File: src/rtl/regfile_write_arbiter_if.sv
// Requester-side handshake and register-file write bus for regfile_write_arbiter.
// The arbiter uses the slave modport, the requesters/bench use the master modport.
interface regfile_write_arbiter_if #(
    parameter int N_REQ  = 4,
    parameter int ADDR_W = 5,
    parameter int DATA_W = 32
);
    logic [N_REQ-1:0]         req_valid;
    logic [N_REQ*ADDR_W-1:0]  req_addr;
    logic [N_REQ*DATA_W-1:0]  req_data;
    logic [N_REQ-1:0]         req_ready;
    logic                     wr_en;
    logic [ADDR_W-1:0]        wr_addr;
    logic [DATA_W-1:0]        wr_data;
    logic [(1<<ADDR_W)-1:0]   wr_onehot;

    modport master (
        output req_valid, req_addr, req_data,
        input  req_ready, wr_en, wr_addr, wr_data, wr_onehot
    );

    modport slave (
        input  req_valid, req_addr, req_data,
        output req_ready, wr_en, wr_addr, wr_data, wr_onehot
    );
endinterface

File: src/rtl/regfile_write_arbiter.sv
// Arbitrates N_REQ writers onto one register-file write port with a burst limit.
// Define ARB_ROUND_ROBIN_EN for round-robin selection; otherwise fixed priority.
module regfile_write_arbiter #(
    parameter int N_REQ     = 4,
    parameter int ADDR_W    = 5,
    parameter int DATA_W    = 32,
    parameter int MAX_BURST = 4
) (
    input  logic                  clock,
    input  logic                  ctrl_reset,
    regfile_write_arbiter_if.slave bus,
    output logic [N_REQ-1:0]      owner
);
    localparam int IDX_W = $clog2(N_REQ);
    localparam int NREG  = 1 << ADDR_W;
    localparam logic [N_REQ-1:0] REQ_LSB = {{(N_REQ-1){1'b0}}, 1'b1};
    localparam logic [NREG-1:0]  REG_LSB = {{(NREG-1){1'b0}}, 1'b1};
    localparam logic [3:0]       MAX_C   = 4'(MAX_BURST);

    typedef enum logic [0:0] {ST_IDLE = 1'b0, ST_OWN = 1'b1} state_t;

    state_t              fsm_r;
    logic [IDX_W-1:0]    owner_idx_r;
    logic [3:0]          count_r;
    logic [IDX_W-1:0]    idle_start_s;
    logic [IDX_W-1:0]    rel_start_s;
    logic [N_REQ-1:0]    owner_bit_s;
    logic [IDX_W:0]      pick_s;
    logic                grant_any_s;
    logic [IDX_W-1:0]    grant_idx_s;
    logic                cont_s;
    logic                accept_s;
    logic [ADDR_W-1:0]   acc_addr_s;
    logic [DATA_W-1:0]   acc_data_s;

    // First set bit of v scanning upward from start (wrapping); MSB of result = found.
    function automatic logic [IDX_W:0] pick(input logic [N_REQ-1:0] v,
                                            input logic [IDX_W-1:0] start);
        logic             found;
        logic [IDX_W-1:0] idx;
        logic             hit;
        int               j;
        found = 1'b0;
        idx   = {IDX_W{1'b0}};
        for (int k = 0; k < N_REQ; k++) begin
            j     = int'(start) + k;
            j     = (j >= N_REQ) ? j - N_REQ : j;
            hit   = ~found & v[IDX_W'(j)];
            idx   = hit ? IDX_W'(j) : idx;
            found = found | v[IDX_W'(j)];
        end
        return {found, idx};
    endfunction

    assign owner_bit_s = REQ_LSB << owner_idx_r;

`ifdef ARB_ROUND_ROBIN_EN
    logic [IDX_W-1:0] rr_ptr_r;

    assign idle_start_s = rr_ptr_r;
    assign rel_start_s  = (owner_idx_r == IDX_W'(N_REQ-1)) ? {IDX_W{1'b0}}
                                                           : owner_idx_r + IDX_W'(1);

    // Round-robin pointer moves past the owner on every release.
    always_ff @(posedge clock or posedge ctrl_reset) begin
        if (ctrl_reset) begin
            rr_ptr_r <= {IDX_W{1'b0}};
        end else if ((fsm_r == ST_OWN) && !cont_s) begin
            rr_ptr_r <= rel_start_s;
        end else begin
            rr_ptr_r <= rr_ptr_r;
        end
    end
`else
    // Fixed priority always scans from index 0; the old owner is masked out on release.
    assign idle_start_s = {IDX_W{1'b0}};
    assign rel_start_s  = {IDX_W{1'b0}};
`endif

    // Grant selection: continue the burst, hand over, re-grant the owner, or go idle.
    always_comb begin
        grant_any_s = 1'b0;
        grant_idx_s = {IDX_W{1'b0}};
        cont_s      = 1'b0;
        pick_s      = {(IDX_W+1){1'b0}};
        case (fsm_r)
            ST_IDLE: begin
                pick_s      = pick(bus.req_valid, idle_start_s);
                grant_any_s = pick_s[IDX_W];
                grant_idx_s = pick_s[IDX_W-1:0];
            end
            ST_OWN: begin
                if (bus.req_valid[owner_idx_r] && (count_r < MAX_C)) begin
                    grant_any_s = 1'b1;
                    grant_idx_s = owner_idx_r;
                    cont_s      = 1'b1;
                end else begin
                    pick_s = pick(bus.req_valid & ~owner_bit_s, rel_start_s);
                    if (pick_s[IDX_W]) begin
                        grant_any_s = 1'b1;
                        grant_idx_s = pick_s[IDX_W-1:0];
                    end else begin
                        grant_any_s = bus.req_valid[owner_idx_r];
                        grant_idx_s = owner_idx_r;
                    end
                end
            end
            default: begin
                grant_any_s = 1'b0;
                grant_idx_s = {IDX_W{1'b0}};
            end
        endcase
    end

    assign accept_s      = grant_any_s & ~ctrl_reset;
    assign bus.req_ready = accept_s ? (REQ_LSB << grant_idx_s) : {N_REQ{1'b0}};

    // Route the granted requester's address and data to the output register.
    always_comb begin
        acc_addr_s = {ADDR_W{1'b0}};
        acc_data_s = {DATA_W{1'b0}};
        for (int i = 0; i < N_REQ; i++) begin
            acc_addr_s = (grant_idx_s == IDX_W'(i)) ? bus.req_addr[i*ADDR_W +: ADDR_W] : acc_addr_s;
            acc_data_s = (grant_idx_s == IDX_W'(i)) ? bus.req_data[i*DATA_W +: DATA_W] : acc_data_s;
        end
    end

    // Ownership state machine with registered one-hot owner.
    always_ff @(posedge clock or posedge ctrl_reset) begin
        if (ctrl_reset) begin
            fsm_r       <= ST_IDLE;
            owner_idx_r <= {IDX_W{1'b0}};
            count_r     <= 4'd0;
            owner       <= {N_REQ{1'b0}};
        end else if (grant_any_s) begin
            fsm_r       <= ST_OWN;
            owner_idx_r <= grant_idx_s;
            count_r     <= cont_s ? count_r + 4'd1 : 4'd1;
            owner       <= REQ_LSB << grant_idx_s;
        end else begin
            fsm_r       <= ST_IDLE;
            owner_idx_r <= owner_idx_r;
            count_r     <= 4'd0;
            owner       <= {N_REQ{1'b0}};
        end
    end

    // Write port register; register 0 is hard-wired zero so its writes are suppressed.
    always_ff @(posedge clock or posedge ctrl_reset) begin
        if (ctrl_reset) begin
            bus.wr_en     <= 1'b0;
            bus.wr_addr   <= {ADDR_W{1'b0}};
            bus.wr_data   <= {DATA_W{1'b0}};
            bus.wr_onehot <= {NREG{1'b0}};
        end else if (accept_s) begin
            bus.wr_en     <= (acc_addr_s != {ADDR_W{1'b0}});
            bus.wr_addr   <= acc_addr_s;
            bus.wr_data   <= acc_data_s;
            bus.wr_onehot <= (acc_addr_s != {ADDR_W{1'b0}}) ? (REG_LSB << acc_addr_s)
                                                            : {NREG{1'b0}};
        end else begin
            bus.wr_en     <= 1'b0;
            bus.wr_addr   <= bus.wr_addr;
            bus.wr_data   <= bus.wr_data;
            bus.wr_onehot <= {NREG{1'b0}};
        end
    end
endmodule

File: src/flat_wrapper.sv
// flat-port wrapper written by rule: the top's interface ports become plain ports
module regfile_write_arbiter_flat 
#(
    parameter int N_REQ     = 4,
    parameter int ADDR_W    = 5,
    parameter int DATA_W    = 32,
    parameter int MAX_BURST = 4
)
  (clock, ctrl_reset, owner, bus_req_valid, bus_req_addr, bus_req_data, bus_req_ready, bus_wr_en, bus_wr_addr, bus_wr_data, bus_wr_onehot);
  regfile_write_arbiter_if #(.N_REQ(N_REQ), .ADDR_W(ADDR_W), .DATA_W(DATA_W)) bus_i ();
  input  logic clock;
  input  logic ctrl_reset;
  output logic [N_REQ-1:0] owner;
  input wire logic [$bits(bus_i.req_valid)-1:0] bus_req_valid;
  input wire logic [$bits(bus_i.req_addr)-1:0] bus_req_addr;
  input wire logic [$bits(bus_i.req_data)-1:0] bus_req_data;
  output wire logic [$bits(bus_i.req_ready)-1:0] bus_req_ready;
  output wire logic [$bits(bus_i.wr_en)-1:0] bus_wr_en;
  output wire logic [$bits(bus_i.wr_addr)-1:0] bus_wr_addr;
  output wire logic [$bits(bus_i.wr_data)-1:0] bus_wr_data;
  output wire logic [$bits(bus_i.wr_onehot)-1:0] bus_wr_onehot;
  assign bus_i.req_valid = bus_req_valid;
  assign bus_i.req_addr = bus_req_addr;
  assign bus_i.req_data = bus_req_data;
  assign bus_req_ready = bus_i.req_ready;
  assign bus_wr_en = bus_i.wr_en;
  assign bus_wr_addr = bus_i.wr_addr;
  assign bus_wr_data = bus_i.wr_data;
  assign bus_wr_onehot = bus_i.wr_onehot;
  regfile_write_arbiter #(.N_REQ(N_REQ), .ADDR_W(ADDR_W), .DATA_W(DATA_W), .MAX_BURST(MAX_BURST)) u_core (.clock(clock), .ctrl_reset(ctrl_reset), .bus(bus_i), .owner(owner));
endmodule
File: config.mk
export PLATFORM = sky130hd
export DESIGN_NAME = regfile_write_arbiter_flat
export DESIGN_NICKNAME = d
export VERILOG_FILES = /design/src/rtl/regfile_write_arbiter_if.sv /design/src/rtl/regfile_write_arbiter.sv /design/src/flat_wrapper.sv
export SDC_FILE = /design/constraint.sdc
export NUM_CORES = 1
export LEC_CHECK = 0
export BUFFER_PORTS_ARGS = -buffer_cell sky130_fd_sc_hd__buf_2
export CAP_MARGIN = 10
export CORE_UTILIZATION = 43
export CTS_CLUSTER_DIAMETER = 60
export CTS_CLUSTER_SIZE = 16
export DETAILED_ROUTE_END_ITERATION = 10
export PLACE_DENSITY_LB_ADDON = 0.1
export SYNTH_ARGS = -nofsm -noshare
export SYNTH_HDL_FRONTEND = slang
export SYNTH_SLANG_ARGS = --single-unit
File: constraint.sdc
create_clock -name clock -period 3.9 [get_ports clock]
set_input_delay 0.195 -clock clock [delete_from_list [all_inputs] [get_ports clock]]
set_output_delay 0.195 -clock clock [all_outputs]
set_load 0.02 [all_outputs]
### After elaboration in Yosys (flattened, before gate mapping)

Index checks and enable logic that the tools add are counted.

* logic and storage cells: 48
* memories kept: 0
* register bits: 81
* bits in latches: 0
* RAM bits: 0
* ROM bits: 0
* output and inout port bits: 78

* shifts and indexed selects: 3
* mux-type cells: 21
* bitwise operators: 7
* $mul: 0
* eq/ne operators: 3
* div/mod/pow operators: 0
* add/sub/neg operators: 1
* reduce and logical (&&, ||, !) cells: 3
* magnitude comparators: 2

Operator list (number)
* 2-to-1 mux 32 bit: 6
* left shift 1 x 5 -> 32 bit, first input constant: 1
* 2-to-1 mux 5 bit: 4
* 2-to-1 mux 4 bit: 2
* 2-to-1 mux 1 bit: 6
* nonzero test 5 bit: 1
* adder 4 x 1 -> 4 bit, second input constant: 1
* equality test 2 bit, second input constant: 2
* less-than comparator 4 x 3 -> 1 bit, second input constant: 1
* case mux 2 bit (2 select lines): 1
* left shift 1 x 2 -> 4 bit, first input constant: 1
* less-than comparator 2 x 3 -> 1 bit, second input constant: 1
* inverter 1 bit: 3
* bitwise AND 1 bit: 2
* bitwise AND 2 bit: 1
* binary-select mux 1 bit (select 2 bit): 1
* equality test 2 x 1 -> 1 bit, second input constant: 1
* logical NOT 2 bit: 1
* 2-to-1 mux 2 bit: 1
* inverter 2 bit: 1
* left shift 1 x 2 -> 2 bit, first input constant: 1
* logical AND 1 bit: 1

### Depth between registers and ports, before layout

* depth after elaboration: 16
* depth in mapped cells: 9
* mapped depth without buffers: 6

### Least setup slack after synthesis

Ideal clock, no wire load.

* path type: input port to output port
* start point: in ctrl_reset
* end point: out bus_req_ready[1]
* path slack: 0.164 ns
* data required time: 3.705 ns
* cell stages on the path: 4
* arrival time: 3.541 ns
* cell sequence: clkbuf_1 > clkinv_1 > clkbuf_1 > and2_1

* cells in the longest elaborated chain, start to end: 1

RTL lines
* from (decl): RTL line flat_wrapper.sv:12 `input logic ctrl_reset;`
* 2-to-1 mux 4 bit: RTL line regfile_write_arbiter.sv:116 `assign bus.req_ready = accept_s ? (REQ_LSB << grant_idx_s) : {N_REQ{1'b0}};`
* to (decl): RTL line flat_wrapper.sv:17 `output wire logic [$bits(bus_i.req_ready)-1:0] bus_req_ready;`

No other way between the ends.

### Worst setup path after layout

* start point: reg u_core.fsm_r
* end point: out bus_req_ready[0]

* cells in the longest elaborated chain, start to end: 4

RTL lines
* from (decl): RTL line regfile_write_arbiter.sv:22 `state_t fsm_r;`
* from (signal assigned): RTL line regfile_write_arbiter.sv:131 `fsm_r <= ST_IDLE;`
* from (signal assigned): RTL line regfile_write_arbiter.sv:136 `fsm_r <= ST_OWN;`
* from (signal assigned): RTL line regfile_write_arbiter.sv:141 `fsm_r <= ST_IDLE;`
* inverter 1 bit: RTL line regfile_write_arbiter.sv:86 `case (fsm_r)`
* case mux 2 bit (2 select lines) *: RTL line regfile_write_arbiter.sv:86
* left shift 1 x 2 -> 4 bit *: RTL line regfile_write_arbiter.sv:116
* 2-to-1 mux 4 bit *: RTL line regfile_write_arbiter.sv:116

Every way passes the cells marked *; elsewhere a longest branch is shown, timed or not.

==> reports/summary.md <==
Once the clock tree was built, the setup fixing pass inserted 0 buffers. After detailed placement, the design holds a cell count of 842. The wire length per cell is 19.5 µm, and the ratio of cells with drive above 1 in the final layout is 40.5%.

Setup repair after global routing left no endpoint under its margin. Once detail routing completed, the nets flagged for antenna violations numbered 0. The starting utilization of the core area was 44.9%. Along the worst path, the maximum fanout reaches 23. For met2 alone, demand over resource in global routing was 47.0%. The critical path class is reg2out.

The average instance in the mapped netlist occupies 9.66 µm². The run gives 6.76% as the met3 global-route usage. For this design the total switching power over the nets is 737 µW. The clock net in this run drives a total of 81 sinks.

The synthesized design contains 0 enable-type register cells. Gate count after technology mapping: 513. By area the synthesized netlist is led by sky130_fd_sc_hd__dfrtp_1, sky130_fd_sc_hd__a221oi_1, sky130_fd_sc_hd__a2bb2oi_1. The layout has 974 filler cells.

The number of hold-repair buffers added at the cts stage was 1; the y dimension of the die was 109 µm. Summed over all cells, the static leakage comes to 3.01 nW. At the end of the flow, the number of nets in the layout was 869. The I/O pin total came out at 232. The worst path uses 81.5% of the clock period. TritonCTS built the clock tree. The tools report the type of destination of the critical path as a primary output. The logs give 58 for the count of different cell masters after synthesis and 34.9% for the max-slew headroom at the worst pin. The via count of the first global-routing pass came out at 4982. The biggest area contributor in the post-synthesis netlist is sky130_fd_sc_hd__dfrtp_1. The switching power as a share of total power was 30.4%; the setup-violating endpoint count in the final report was 0. Combinational logic is responsible for 23.4% of the overall power. Sequential cells account for 39.1% of the total power.

Global routing used 34.6% of the available met1 tracks. STA classifies the critical path startpoint as a flop. The worst supply voltage drop on vdd was 0.000261 V. For the worst-skew pair, the clock arrives at the later sink with an insertion delay of 0.34 ns.

Clock transition time at the flip-flop clock pins of the worst setup and hold paths: 0.07 ns. The share of the yosys chip area belonging to registers is 40.9%. At the worst endpoint, the required time is 3.70 ns.

Mapped cell area: 4960 µm². Yosys printed 0 warnings. The die area was 12000 µm²; the initial DRC count was 330.

The detailed router placed 5173 vias in this run. After detailed routing, the number of remaining DRC violations is 0. Synthesis inferred 81 register bits. The layout-stage area growth over the synthesis result is 31.0%, and the length of the first detailed-routing pass in iterations is 5. Between clock sinks in the finished design, the worst skew comes to 0.00594 ns. The detailed-route wire length was 16800 µm. The logs give 9 for the number of buffers created by CTS and 2 for the buffer depth of the longest clock path. The run finished with clean final reports. The width of the chip is 109 µm, and the highest clock rate is 0.315 GHz.

In this run the power density over the cells is 374 nW/µm². Dividing the detail-routed via count by the number of cells gives 6.02. Entering global routing, the biggest net connects 72 pins.

After synthesis, the share of flip-flops with an asynchronous set or reset is 100%. The run gives 11900 µm as the HPWL after detailed placement. The routed design could run at a clock period as short as 3.18 ns. The congestion estimate from routability-driven global placement came to 0.915. The total overflow left after global routing is 0. The tools report the number of max-slew violations in the final report as 0. The tool flagged a number of max-cap violations equal to 0. For the setup TNS, the log shows 0 ns.

After the flow finishes, the layout carries non-filler instances totaling 860. In this run the most used layer during global routing was met2. The clock network burns 37.5% of the power. For the quantity of gates resized following cts, the log shows 0. The internal power of the cells totals 1.69 mW. The first global-routing pass estimated 25400 µm of wire.

CTS placed an instance of sky130_fd_sc_hd__clkbuf_16 at the clock tree root. Number of H-tree levels: 3. Placeable core region: 11000 µm². The path class of the tightest hold or removal check is in2reg. For the pin with the worst max-slew slack, the measured transition is 0.972 ns. The count of standard-cell rows is 38. The final hold violation count was 0; the area share of the largest cell type after synthesis was 40.9%. Data on the critical path arrives at its endpoint at 2.98 ns. Buffers placed on the I/O ports in this run total 231.

For the number of antenna violations at the first check in global routing, the log shows 1. In the global route stage, overall resource usage came out at 28.0%. In the synthesized netlist the dominant register cell turns out to be sky130_fd_sc_hd__dfrtp_1.
[power by group through the flow]
stage / clock, mW / sequential (mW) / combinational (mW)
global route: 0.962 / 0.955 / 0.608
floorplan: 0 / 1.03 / 0.268
CTS: 0.926 / 0.948 / 0.565
finish: 0.910 / 0.949 / 0.566
detailed placement: 0 / 0.961 / 0.563
global placement: 0 / 0.960 / 0.552
[cell type report]
class / count / area, µm² / area share, %
Tap cell: 140 / 175 / 2.70
Timing Repair Buffer: 242 / 1270 / 19.5
Clock buffer: 9 / 225 / 3.47
Clock inverter: 7 / 93.8 / 1.45
Sequential cell: 81 / 2030 / 31.2
Inverter: 13 / 51.3 / 0.790
Multi-Input combinational cell: 367 / 2650 / 40.8
Antenna cell: 1 / 2.50 / 0.0386
[path summary, 6_finish.rpt]
| path | startpoint | end | slack, ns | cells past startpoint |
|---|---|---|---|---|
| worst max-delay path | u_core.fsm_r | bus_req_ready[0] | 0.72 | 6 |
| worst min-delay path | bus_req_data[49] | u_core.bus.wr_data[17] | 0.09 | 3 |
| worst max register to register | u_core.fsm_r | u_core.bus.wr_onehot[19] | 0.83 | 7 |
| worst min register to register | u_core.count_r[0] | u_core.count_r[0] | 0.48 | 1 |
| max in group asynchronous | ctrl_reset | u_core.bus.wr_onehot[16] | 2.22 | 4 |
| min in group asynchronous | ctrl_reset | u_core.bus.wr_data[12] | 0.51 | 3 |
[stage by stage]
| stage | utilization, % | worst slack, ns | power (mW) | hold WS, ns | area [µm²] |
|---|---|---|---|---|---|
| after global routing | 58.8 | 0.541 | 2.53 | 0.0864 | 6490 |
| after CTS | 58.8 | 0.718 | 2.44 | 0.0788 | 6490 |
| after floorplan | - | 0.112 | 1.30 | 0.329 | 4960 |
| after global placement | 55.8 | 1.02 | 1.51 | 0.317 | 6160 |
| final | 58.8 | 0.723 | 2.43 | 0.0881 | 6490 |
| after detailed placement | 55.8 | 0.888 | 1.52 | 0.327 | 6160 |
[critical path, stage by stage (launching register included)]
cell and delay [ns]:
sky130_fd_sc_hd__dfrtp_1 0.75, sky130_fd_sc_hd__inv_1 0.36, sky130_fd_sc_hd__a21boi_0 0.43, sky130_fd_sc_hd__mux2_4 0.41, sky130_fd_sc_hd__inv_2 0.27, sky130_fd_sc_hd__nor3_1 0.20, sky130_fd_sc_hd__buf_2 0.19
[sequential cells by signal (all words and copies together) (netlist names)]
name	cells
u_core.owner	4
u_core.count_r	4
u_core.bus.wr_addr	5
u_core.owner_idx_r	2
u_core.bus.wr_onehot	32
u_core.bus.wr_en	1
u_core.bus.wr_data	32
u_core.fsm_r	1
[cells in the final DEF, fill, tap and decap left out, drive strengths merged, types with 7 or more instances in the layout]
cell type  Yosys  routed
a211o         15      15
a21oi         27      27
a221o         10      10
a221oi        41      41
a2bb2oi       28      28
and3           7       7
buf           21     241
clkbuf        32       9
dfrtp         81      81
inv           12      14
mux2          31      31
mux2i         11      11
nand2         51      51
nand3         16      16
nand3b        21      21
nor2          17      17
nor3          11      11
nor4          10      10
or3            9       9
[synth_stat cells, types with 3 or more instances]
cell type and count:
sky130_fd_sc_hd__dfrtp_1 81, sky130_fd_sc_hd__nand2_1 51, sky130_fd_sc_hd__a221oi_1 41, sky130_fd_sc_hd__clkbuf_1 32
sky130_fd_sc_hd__a2bb2oi_1 28, sky130_fd_sc_hd__a21oi_1 27, sky130_fd_sc_hd__mux2_2 20, sky130_fd_sc_hd__nand3b_1 19
sky130_fd_sc_hd__nor2_1 17, sky130_fd_sc_hd__a211o_1 15, sky130_fd_sc_hd__nand3_1 15, sky130_fd_sc_hd__buf_2 13
sky130_fd_sc_hd__mux2i_1 11, sky130_fd_sc_hd__nor3_1 11, sky130_fd_sc_hd__a221o_1 10, sky130_fd_sc_hd__inv_1 10
sky130_fd_sc_hd__mux2_1 10, sky130_fd_sc_hd__nor4_1 10, sky130_fd_sc_hd__or3_1 9, sky130_fd_sc_hd__and3_1 7
sky130_fd_sc_hd__a31oi_1 5, sky130_fd_sc_hd__nand4_1 5, sky130_fd_sc_hd__o21a_1 5, sky130_fd_sc_hd__nor3b_1 4
sky130_fd_sc_hd__a311oi_1 3, sky130_fd_sc_hd__a41oi_1 3, sky130_fd_sc_hd__buf_1 3, sky130_fd_sc_hd__buf_6 3
sky130_fd_sc_hd__nand2b_1 3, sky130_fd_sc_hd__o211ai_1 3, sky130_fd_sc_hd__o31ai_1 3, sky130_fd_sc_hd__or4_1 3
[kinds of logic after synthesis]
logic type               synth area share, %
AND/OR/NAND/NOR                         18.1
AO/OA/AOI/OAI                           25.1
flip-flops                              40.9
buffers and inverters                   5.93
multiplexers                            9.34
other                                  0.152
adder cells (fa/ha/maj)                0.252
XOR/XNOR                               0.177
[metal layers]
| layer | wire length [µm] | vias to the layer above |
|---|---|---|
| met5 | 0 | - |
| met4 | 376 | 0 |
| met3 | 1250 | 34 |
| met2 | 8420 | 251 |
| met1 | 6740 | 2505 |
| li1 | - | 2383 |
Note: power is estimated with default switching activity, not from simulation.
